<file path="src/rtl/store_unit_pkg.sv">
// Shared wires for the store unit: op encoding, queue entry and port bundles.
package store_unit_pkg;

  // One-hot store size, bit order {sw, sh, sb}
  typedef enum logic [2:0] {
    OP_SB = 3'b001,
    OP_SH = 3'b010,
    OP_SW = 3'b100
  } store_op_e;

  typedef struct packed {
    logic [31:0] addr;
    logic [31:0] wdata;
    logic [3:0]  wstrb;
  } sq_entry_t;

  typedef struct packed {
    logic        st_valid;
    logic [31:0] st_addr;
    logic [31:0] st_data;
    logic [2:0]  st_op;
    logic        mem_ready;
  } store_unit_in_type;

  typedef struct packed {
    logic        st_ready;
    logic        st_error;
    logic        mem_valid;
    logic [31:0] mem_addr;
    logic [31:0] mem_wdata;
    logic [3:0]  mem_wstrb;
    logic        empty;
  } store_unit_out_type;

endpackage

</file>
<file path="src/rtl/store_align.sv">
// Byte-lane replication, strobe generation and misalignment detection for one store.
module store_align
  import store_unit_pkg::*;
(
  input  logic [31:0] addr,
  input  logic [31:0] data,
  input  logic [2:0]  op,
  output sq_entry_t   entry,
  output logic        misalign
);

  always_comb begin
    entry.addr  = {addr[31:2], 2'b00};
    entry.wdata = data;
    entry.wstrb = 4'h0;
    misalign    = 1'b0;
    case (store_op_e'(op))
      OP_SB: begin
        entry.wdata = {4{data[7:0]}};
        entry.wstrb = 4'b0001 << addr[1:0];
      end
      OP_SH: begin
        entry.wdata = {2{data[15:0]}};
        entry.wstrb = addr[1] ? 4'hC : 4'h3;
        misalign    = addr[0];
      end
      OP_SW: begin
        entry.wstrb = 4'hF;
        misalign    = |addr[1:0];
      end
      // anything not one-hot is illegal
      default: misalign = 1'b1;
    endcase
  end

endmodule

</file>
<file path="src/rtl/store_unit.sv">
// In-order store queue: aligns core stores and issues them to memory one word at a time.
module store_unit
  import store_unit_pkg::*;
#(
  parameter int DEPTH = 2
) (
  input  logic        clock,
  input  logic        reset,
  input  logic        st_valid,
  output logic        st_ready,
  input  logic [31:0] st_addr,
  input  logic [31:0] st_data,
  input  logic [2:0]  st_op,
  output logic        st_error,
  output logic        mem_valid,
  input  logic        mem_ready,
  output logic [31:0] mem_addr,
  output logic [31:0] mem_wdata,
  output logic [3:0]  mem_wstrb,
  output logic        empty
);

  localparam int PW = (DEPTH > 1) ? $clog2(DEPTH) : 1;
  localparam int CW = $clog2(DEPTH + 1);

  store_unit_in_type  si;
  store_unit_out_type so;

  sq_entry_t         fifo [DEPTH];
  sq_entry_t         new_ent;
  logic              misalign;
  logic [PW-1:0]     head, tail;
  logic [CW-1:0]     count;
  logic              hs, push, pop, err_q;

  assign si.st_valid  = st_valid;
  assign si.st_addr   = st_addr;
  assign si.st_data   = st_data;
  assign si.st_op     = st_op;
  assign si.mem_ready = mem_ready;

  store_align u_align (
    .addr     (si.st_addr),
    .data     (si.st_data),
    .op       (si.st_op),
    .entry    (new_ent),
    .misalign (misalign)
  );

  assign so.st_ready  = count < CW'(DEPTH);
  assign so.mem_valid = count != '0;
  assign so.empty     = count == '0;
  assign so.st_error  = err_q;
  assign so.mem_addr  = fifo[head].addr;
  assign so.mem_wdata = fifo[head].wdata;
  assign so.mem_wstrb = fifo[head].wstrb;

  assign hs   = si.st_valid & so.st_ready;
  assign push = hs & ~misalign;
  assign pop  = so.mem_valid & si.mem_ready;

  always_ff @(posedge clock) begin
    if (reset) begin
      head  <= '0;
      tail  <= '0;
      count <= '0;
      err_q <= 1'b0;
    end else begin
      err_q <= hs & misalign;
      if (push) tail <= tail + PW'(1);
      if (pop)  head <= head + PW'(1);
      case ({push, pop})
        2'b10:   count <= count + CW'(1);
        2'b01:   count <= count - CW'(1);
        default: count <= count;
      endcase
    end
  end

  // Payload storage is deliberately unreset; count gates its visibility.
  always_ff @(posedge clock) begin
    if (push) fifo[tail] <= new_ent;
  end

  assign st_ready  = so.st_ready;
  assign st_error  = so.st_error;
  assign mem_valid = so.mem_valid;
  assign mem_addr  = so.mem_addr;
  assign mem_wdata = so.mem_wdata;
  assign mem_wstrb = so.mem_wstrb;
  assign empty     = so.empty;

endmodule

</file>
<file path="config.mk">
export PLATFORM = sky130hd
export DESIGN_NAME = store_unit
export DESIGN_NICKNAME = d
export VERILOG_FILES = /design/src/rtl/store_unit_pkg.sv /design/src/rtl/store_align.sv /design/src/rtl/store_unit.sv
export SDC_FILE = /design/constraint.sdc
export NUM_CORES = 1
export LEC_CHECK = 0
export BUFFER_PORTS_ARGS = -buffer_cell sky130_fd_sc_hd__buf_4
export CAP_MARGIN = 40
export CORE_ASPECT_RATIO = 0.8
export CORE_MARGIN = 2
export CORE_UTILIZATION = 35
export CTS_CLUSTER_DIAMETER = 80
export DETAILED_ROUTE_END_ITERATION = 8
export GPL_TIMING_DRIVEN = 0
export SKIP_CTS_REPAIR_TIMING = 1
export SYNTH_ARGS = -nofsm -noshare
export SYNTH_HDL_FRONTEND = slang
export SYNTH_SLANG_ARGS = --single-unit
export TNS_END_PERCENT = 20
</file>
<file path="constraint.sdc">
create_clock -name clock -period 7.75 [get_ports clock]
set_input_delay 0.775 -clock clock [delete_from_list [all_inputs] [get_ports clock]]
set_output_delay 0.775 -clock clock [all_outputs]
set_load 0.02 [all_outputs]
</file>
==> reports/qor.csv, run 1 <==
stage,metric,value,unit
status,status,completed,
power,Pwr Total,2.024,mW
detailed_routing,vias post-DR,3465,
worst_setup_path,Setup Crit Path Kind,reg2out,
detailed_routing,WL final,12900,um
die,Initial Util,35.88,%
clock_tree,H-Tree Depth,4,
layout,fillers,1401,
placement,Final GP Congestion,0.7790,
worst_setup_path,"Arr. time, crit path",2.11,ns
layout,Antenna Cells,0,
worst_setup_path,type of origin of the critical path,register,
die,IO Count,143,
detailed_routing,Vias/cell,4.695,
grt,Tot GR Track Use,15.32,%
detailed_routing,drt drc,0,
timing,Max Freq,347.1,MHz
grt,largest net degree at the start of global routing,30,
worst_setup_path,Max stage delay on crit path,0.44,ns
detailed_routing,Iter 0 DRT Violations,167,
placement,PortBufs,139,
clock_tree,Longest Clk Path Bufs,2,
timing,RSZ-0062 raised after global routing,no,
power,Max rail drop VDD,0.0001620,V
synth,Seq cells post-synth,138,
synth,post-synthesis sequential area ratio,71.80,%
flow_run,Max Cap Viol,0,
clock_tree,Num CTS Buffers,17,
worst_setup_path,CP Cell Sequence,clkbuf_1 -> buf_2 -> mux2_2 -> buf_4,
worst_setup_path,CP Capture Type,primary output,
die,FP Rows,41,
timing,Rel. slew slack,49.33,%
detailed_routing,Antenna Violating Nets Remaining,0,
grt,antenna violations before repair,0,
die,DIE AREA,0.01729,mm^2
synth,Netlist Area Pre-Place,0.005688,mm^2
worst_setup_path,R2R Path Start,count[1]$_SDFFE_PP0P_,
clock_tree,clock sink count,138,
synth,Synth Instances,348,
layout,"Area growth, synth to finish",35.75,%
detailed_routing,Pre-antenna DRT Iters,4,
clock_tree,CTS tree,yes,
worst_setup_path,worst-path fanout max,10,
timing,post-layout minimum cycle time,2.881,ns
min_path,Hold Path Class,reg2reg,
timing,clock skew,0.008904,ns
grt,total gr overflow,0,
worst_setup_path,"Slowest-stage cell, CP",clkbuf_1,
timing,Final setup viols,0,
clock_tree,clk_lat worst skew,0.42,ns
timing,Setup TNS,0,ns
synth,Yosys warnings,0,
placement,detailed placement HPWL,8948,um
timing,Hold Slack,0.5234,ns
clock_tree,register clock-pin slew on the reported worst setup and hold paths,0.06,ns
detailed_routing,routed length per instance,17.47,um
timing,Hold Fails Final Rpt,0,
synth,Mapped Avg Cell Area,16.34,um^2
layout,Non-Filler Instances,738,
die,core area,0.01585,mm^2
min_path,Hold Path Origin,head$_SDFFE_PP0P_,
die,die height,118.0,um
power,Pleak,2.834,nW
synth,"Distinct cells, synth",33,
power,PwrDens,262.1,mW/mm^2
clock_tree,CTS root buffer,clkbuf_16,
timing,Worst Tran Pin Value,0.7593,ns
layout,Final Core Density,48.71,%
grt,first-pass GRT wire length,19900,um
grt,vias in the first global route,3593,
timing,Final Max Slew Viols,0,
worst_setup_path,Crit path required time,6.97,ns
placement,dpl cells,707,
timing,Final Cycle Share,37.17,%
layout,NumNets Final,583,
die,Die W,146.5,um
layout,share of cells above drive strength 1,49.71,%
==> critical path, delay by kind of cell, from the launching register on <==
family / cells / cell delay (ns)
buffers and inverters: 3 / 0.97
DFF: 1 / 0.34
muxes: 1 / 0.38
==> logic make-up (layout without fill, tap and decap cells) <==
family          after synthesis  after routing  share of synthesized area (%)
other cells                   1              2                        0.06593
buf+inv                      24            198                          1.892
simple gates                 54             54                          4.488
flops                       138            138                          71.80
compound gates               43             43                          4.421
mux                          83             83                          16.50
xor+xnor                      4              4                         0.6160
fa+ha+maj                     1              1                         0.2199
==> metal layers <==
| layer | up-vias | routed length, um | GRT usage, % |
|---|---|---|---|
| li1 | 1647 | - | - |
| met1 | 1675 | 5961 | 20.13 |
| met2 | 130 | 5861 | 23.23 |
| met3 | 13 | 905 | 5.620 |
| met4 | 0 | 167 | 5.825 |
| met5 | - | 0 | 0 |
==> area by class of cell <==
cell class              count  area, um^2  area share, %
plain buffers              19       88.84          1.151
flip-flops and latches    138        4084          52.89
repair buffers            143        1124          14.55
multi-input cells         187        1515          19.62
well taps                 215       269.0          3.484
inverters                   5       18.77         0.2431
clock buffers              17       425.4          5.510
clock inverters            14       196.4          2.544
==> cells in the final DEF (no fill, tap or decap), drive strengths merged, types with 2 or more instances in the layout <==
master  synthesis  layout
edfxtp        132     132
o22ai          10      10
or3b            2       2
a31oi           2       2
xnor2           3       3
o21ai           3       3
buf            14     157
mux2           83      83
nor2b           3       3
bufinv          0       4
conb            1       2
inv             5       8
clkinv          0       6
nor2           42      42
dfxtp           6       6
clkbuf          5      22
a21oi          27      27
==> power by group <==
group / switching [mW] / internal (mW) / leakage (nW)
sequential: 0.00634 / 0.843 / 1.25
clock: 0.306 / 0.539 / 0.303
combinational: 0.175 / 0.154 / 1.28
==> flip-flops by register name, summed over array words and instances, names as in the netlist, named ones only <==
register  count
count         2
head          1
st_error      1
fifo        132
tail          1
==> stage by stage <==
stage,setup slack (ns),cell area (um^2)
6_report,4.869,7721
5_1_grt,4.677,7721
4_1_cts,4.731,7721
3_5_place_dp,4.769,7099
3_3_place_gp,0.8182,7004
2_1_floorplan,2.851,5692
==> cell usage after synthesis, drive strengths merged <==
| cell | n | share of area, % |
|---|---|---|
| inv | 5 | 0.33 |
| or2 | 1 | 0.11 |
| xor2 | 1 | 0.15 |
| or4b | 1 | 0.24 |
| ha | 1 | 0.22 |
| nand3 | 1 | 0.088 |
| a31oi | 2 | 0.22 |
| o221ai | 1 | 0.46 |
| and2 | 1 | 0.11 |
| nor2b | 3 | 0.33 |
| or3 | 1 | 0.11 |
| clkbuf | 5 | 0.33 |
| o22ai | 10 | 1.1 |
| nor3b | 1 | 0.13 |
| nor2 | 42 | 2.8 |
| nand2 | 1 | 0.20 |
| mux2 | 83 | 16 |
| conb | 1 | 0.066 |
| a21oi | 27 | 2.4 |
| o21ai | 3 | 0.26 |
| edfxtp | 132 | 70 |
| or3b | 2 | 0.35 |
| xnor2 | 3 | 0.46 |
| buf | 14 | 1.2 |
| dfxtp | 6 | 2.1 |
==> path summary, 6_finish.rpt <==
check / depth (start not counted) / slack (ns) / end
worst max-delay path: 4 / 4.87 / mem_wdata[29]
worst min-delay path: 2 / 0.52 / head$_SDFFE_PP0P_
worst max register to register: 4 / 5.99 / fifo[0][53]$_DFFE_PP_
worst min register to register: 2 / 0.52 / head$_SDFFE_PP0P_
Note: power is estimated with default switching activity, not from simulation.
==> run 2, diff against run 1 <==
- clock period: 7.75 -> 2.6 ns (I/O delays scaled with it)
==> reports/qor.csv, run 2 (synthesis results as in run 1) <==
stage,metric,value,unit,change
timing,Worst Tran Pin Value,0.8298,ns,+0.07054 ns
power,PwrDens,754.3,mW/mm^2,+190%
detailed_routing,Antenna Violating Nets Remaining,0,,unchanged
detailed_routing,drt drc,0,,unchanged
min_path,WHS Path Cells,1,,-1
grt,first-pass GRT wire length,19720,um,-0.90%
timing,post-layout minimum cycle time,2.364,ns,
detailed_routing,routed length on met2,5654,um,-3.5%
die,DIE AREA,0.01729,mm^2,unchanged
timing,Hold Fails Final Rpt,0,,unchanged
layout,Antenna Cells,0,,unchanged
timing,Final setup viols,0,,unchanged
grt,largest net degree at the start of global routing,29,,-3.3%
layout,"Area growth, synth to finish",34.93,%,
detailed_routing,Iter 0 DRT Violations,175,,+4.8%
layout,NumNets Final,583,,unchanged
placement,Final GP Congestion,0.7770,,-0.26%
die,Initial Util,35.88,%,unchanged
status,status,completed,,
detailed_routing,Pre-antenna DRT Iters,4,,unchanged
timing,Setup TNS,0,ns,unchanged
timing,Rel. slew slack,44.55,%,-4.8 points
timing,Final Cycle Share,90.91,%,
detailed_routing,routed length per instance,16.91,um,-3.2%
detailed_routing,max layer used,met4,,
power,Pleak,2.807,nW,-0.96%
clock_tree,register clock-pin slew on the reported worst setup and hold paths,0.06,ns,about the same
layout,share of cells above drive strength 1,49.14,%,-0.57 points
layout,largest registers,"fifo (132), count (2)",,
clock_tree,H-Tree Depth,4,,unchanged
min_path,Hold Path Class,in2reg,,
worst_setup_path,"Arr. time, crit path",2.47,ns,+0.36 ns
grt,antenna violations before repair,0,,unchanged
clock_tree,clock sink count,138,,unchanged
worst_setup_path,Crit path required time,2.71,ns,-4.26 ns
timing,RSZ-0062 raised after global routing,no,,
grt,vias in the first global route,3581,,-0.33%
layout,"Design Area, Final",0.007675,mm^2,-0.60%
clock_tree,Num CTS Buffers,17,,unchanged
worst_setup_path,worst-path fanout max,28,,+18
worst_setup_path,CP Capture Type,register,,
layout,Biggest register,fifo,,
worst_setup_path,Setup Crit Path Kind,in2reg,,
timing,Max Freq,423.1,MHz,
clock_tree,CTS tree,yes,,
clock_tree,clk_lat worst skew,0.41,ns,about the same
layout,"commonest non-fill, non-tap cell in the layout",buf_4,,
flow_run,Max Cap Viol,0,,unchanged
die,die height,118.0,um,unchanged
detailed_routing,WL met1,5835,um,-2.1%
clock_tree,Longest Clk Path Bufs,2,,unchanged
worst_setup_path,type of origin of the critical path,primary input,,
detailed_routing,vias post-DR,3438,,-0.78%
detailed_routing,Vias/cell,4.659,,-0.78%
grt,Tot GR Track Use,15.10,%,-0.22 points
die,Die W,146.5,um,unchanged
die,FP Rows,41,,unchanged
placement,post-place instance area,0.007114,mm^2,+0.21%
detailed_routing,metal3 WL,880,um,-2.8%
placement,PortBufs,139,,unchanged
layout,most frequent cells in the layout,"buf_4, edfxtp_1, mux2_2, nor2_1, a21oi_1",,
grt,total gr overflow,0,,unchanged
power,Pwr Total,5.789,mW,+190%
detailed_routing,WL final,12480,um,-3.2%
timing,Final Max Slew Viols,0,,unchanged
die,IO Count,143,,unchanged
worst_setup_path,Worst R2R Path Depth,5,,+1
die,core area,0.01585,mm^2,unchanged
layout,max reg flops,132,,unchanged
timing,clock skew,0.009558,ns,+0.0006539 ns
clock_tree,CTS root buffer,clkbuf_16,,
power,Max rail drop VDD,0.0004769,V,+190%
placement,detailed placement HPWL,8666,um,-3.2%
run 2: final cells by class:
class                      count  area, um^2
buffer                        19       90.09
clock buffer                  20       436.7
tap                          215       269.0
timing repair buffer         143        1139
sequential                   138        4084
multi-input combinational    187        1515
fill                        1416        8177
clock inverter                11       122.6
inverter                       5       18.77
run 2: path summary, 6_finish.rpt:
path | start | end | slack, ns
hold / removal | st_addr[13] | fifo[1][47]$_DFFE_PP_ | 0.03
setup reg to reg | count[1]$_SDFFE_PP0P_ | fifo[1][55]$_DFFE_PP_ | 0.48
setup / recovery | st_op[0] | fifo[1][55]$_DFFE_PP_ | 0.24
hold reg to reg | head$_SDFFE_PP0P_ | register | 0.51
run 2: per-stage QoR:
| step | hold WS, ns | worst slack [ns] | std cells | utilization [%] |
|---|---|---|---|---|
| 5_1_grt | 0.002022 | 0.09150 | 738 | 48.42 |
| 2_1_floorplan | 0.3291 | -0.6792 | 349 | - |
| 4_1_cts | -0.0007968 | 0.06698 | 738 | 48.41 |
| 3_5_place_dp | 0.4480 | -0.2432 | 707 | 44.88 |
| 3_3_place_gp | 0.4447 | -2.007 | 703 | 44.22 |
| 6_report | 0.03407 | 0.2364 | 738 | 48.42 |
run 2: per-layer routing:
metal	vias to the layer above	GRT usage [%]
li1	1646	-
met1	1674	20.35
met2	110	22.67
met3	8	5.620
met4	0	4.854
met5	-	0
run 2: where the power goes:
part           leakage (nW)  total (mW)  switching [mW]  internal [mW]
clock network         0.266        2.28           0.876           1.40
logic                  1.29       0.977           0.516          0.461
registers              1.25        2.53          0.0182           2.51
run 2: critical path, stage by stage:
cell	delay (ns)
buf_4	0.12
buf_2	0.17
or3b_4	0.44
o221ai_4	0.23
nand2_4	0.12
nor2_4	0.65
buf_16	0.24
buf_12	0.20
==> run 3, diff against run 2 <==
- CORE_UTILIZATION: 35 -> 48
- PLACE_DENSITY: not set -> 0.76
==> reports/qor.csv, run 3 (synthesis results as in run 1) <==
stage,metric,value,unit,change
status,status,completed,,
worst_setup_path,"Slowest-stage cell, CP",clkbuf_1,,
timing,Final setup viols,0,,unchanged
worst_setup_path,Worst R2R Path Depth,5,,unchanged
detailed_routing,routed length on met2,5554,um,-1.8%
die,Die W,125.7,um,-14%
die,FP Rows,35,,-15%
grt,Tot GR Track Use,19.65,%,+4.5 points
timing,Final Cycle Share,92.48,%,+1.6 points
layout,"Area growth, synth to finish",33.70,%,
placement,dpl cells,640,,-9.5%
worst_setup_path,"Arr. time, crit path",2.14,ns,-0.33 ns
detailed_routing,Pre-antenna DRT Iters,4,,unchanged
timing,clock skew,0.006368,ns,-0.003189 ns
clock_tree,CTS root buffer,clkbuf_16,,
detailed_routing,WL final,12070,um,-3.2%
die,IO Count,143,,unchanged
placement,post-place instance area,0.007015,mm^2,-1.4%
worst_setup_path,R2R Path Start,count[1]$_SDFFE_PP0P_,,
min_path,Hold EP,fifo[0][43]$_DFFE_PP_,,
layout,"Design Area, Final",0.007605,mm^2,-0.91%
layout,Antenna Cells,0,,unchanged
power,Pwr Total,5.871,mW,+1.4%
worst_setup_path,family with the most delay on the worst path,buffers and inverters,,
power,PwrDens,772.0,mW/mm^2,+2.4%
detailed_routing,max layer used,met4,,
min_path,Hold Path Class,in2reg,,
clock_tree,clock sink count,138,,unchanged
die,die height,101.4,um,-14%
placement,detailed placement HPWL,8367,um,-3.4%
worst_setup_path,Worst R2R End,fifo[1][60]$_DFFE_PP_,,
layout,NumNets Final,583,,unchanged
worst_setup_path,CP Capture Type,primary output,,
grt,largest net degree at the start of global routing,31,,+6.9%
worst_setup_path,Crit path required time,2.34,ns,-0.37 ns
placement,pre-CTS WS,0.002279,ns,+0.2455 ns
flow_run,Max Cap Viol,0,,unchanged
layout,Final Core Density,66.03,%,+18 points
timing,Max Freq,415.9,MHz,-1.7%
die,DIE AREA,0.01274,mm^2,-26%
layout,Biggest register,fifo,,
die,Initial Util,49.39,%,+14 points
die,core area,0.01152,mm^2,-27%
power,Pleak,2.799,nW,-0.26%
worst_setup_path,worst-path fanout max,10,,-64%
detailed_routing,vias post-DR,3529,,+2.6%
power,Max rail drop VDD,0.0005025,V,+5.4%
timing,Worst Tran Pin Value,0.7318,ns,-0.09801 ns
timing,RSZ-0062 raised after global routing,no,,
clock_tree,clk_lat worst skew,0.41,ns,about the same
timing,Final WS setup,0.1954,ns,-0.04098 ns
detailed_routing,Vias/cell,5.251,,+13%
grt,antenna violations before repair,0,,unchanged
worst_setup_path,CP Cell Sequence,clkbuf_1 -> buf_2 -> mux2_2 -> buf_4,,
min_path,WHS Path Cells,1,,unchanged
timing,Final Max Slew Viols,0,,unchanged
detailed_routing,routed length per instance,17.97,um,+6.3%
worst_setup_path,reg2reg setup slack,0.69,ns,+0.21 ns
layout,"commonest non-fill, non-tap cell in the layout",buf_4,,
timing,Hold Fails Final Rpt,0,,unchanged
layout,most frequent cells in the layout,"buf_4, edfxtp_1, mux2_2, nor2_1, a21oi_1",,
layout,share of cells above drive strength 1,49.81,%,+0.67 points
worst_setup_path,Worst Path Buf+Inv,3,,-1
timing,Hold Slack,0.03214,ns,-0.001933 ns
detailed_routing,Iter 0 DRT Violations,256,,+46%
worst_setup_path,Setup Crit Path Kind,reg2out,,
layout,largest registers,"fifo (132), count (2)",,
placement,Final GP Congestion,0.8725,,+12%
min_path,Hold Path Origin,st_addr[9],,
detailed_routing,Antenna Violating Nets Remaining,0,,unchanged
layout,Non-Filler Instances,672,,-8.9%
worst_setup_path,type of origin of the critical path,register,,
placement,PortBufs,139,,unchanged
timing,post-layout minimum cycle time,2.405,ns,+0.04098 ns
clock_tree,Longest Clk Path Bufs,2,,unchanged
layout,max reg flops,132,,unchanged
worst_setup_path,Max stage delay on crit path,0.48,ns,-0.17 ns
detailed_routing,WL met1,5208,um,-11%
timing,Rel. slew slack,51.21,%,+6.7 points
timing,Setup TNS,0,ns,unchanged
grt,first-pass GRT wire length,18930,um,-4.0%
clock_tree,CTS tree,yes,,
clock_tree,H-Tree Depth,4,,unchanged
detailed_routing,drt drc,0,,unchanged
grt,vias in the first global route,3657,,+2.1%
detailed_routing,metal3 WL,1101,um,+25%
clock_tree,Num CTS Buffers,17,,unchanged
grt,total gr overflow,0,,unchanged
clock_tree,register clock-pin slew on the reported worst setup and hold paths,0.06,ns,about the same
## run 3: changes by cell type in the layout (fill, tap and decap cells not counted), sizes merged
cell and delta:
clkinv -3, clkbuf -3, clkinvlp +4, inv +3
## run 3: per-layer routing
layer  track usage [%]  up-vias
li1                  -     1652
met1             26.34     1698
met2             30.23      160
met3             6.709       19
met4             7.179        0
met5                 0        -
## run 3: where the power goes
part / total (mW) / leakage, nW / internal, mW / switching (mW)
combinational: 0.974 / 1.28 / 0.458 / 0.516
clock: 2.36 / 0.269 / 1.43 / 0.939
sequential: 2.53 / 1.25 / 2.51 / 0.0198
## run 3: area by class of cell
class / count / area, um^2
inverter: 5 / 18.77
fill: 825 / 3913
sequential: 138 / 4084
clock inverter: 15 / 163.9
timing repair buffer: 143 / 1124
multi-input combinational: 187 / 1515
tap: 148 / 185.2
buffer: 19 / 88.84
clock buffer: 17 / 425.4
## run 3: worst max-delay path by stage
stage	cells past startpoint	start	slack [ns]	endpoint
floorplan	6	st_op[1]	-0.68	fifo[0][0]$_DFFE_PP_
global placement	6	st_op[0]	-1.83	fifo[1][62]$_DFFE_PP_
detailed placement	8	st_op[0]	0.002	fifo[1][62]$_DFFE_PP_
CTS	4	register	0.15	mem_wdata[30]
global route	4	register	0.06	mem_addr[17]
finish	4	register	0.20	mem_wdata[30]
## run 3: worst register-to-register path: stages (launching register included)
cell	delay, ns
dfxtp_1	0.34
nor2b_1	0.23
nand2_4	0.12
nor2_4	0.42
buf_12	0.27
buf_12	0.22
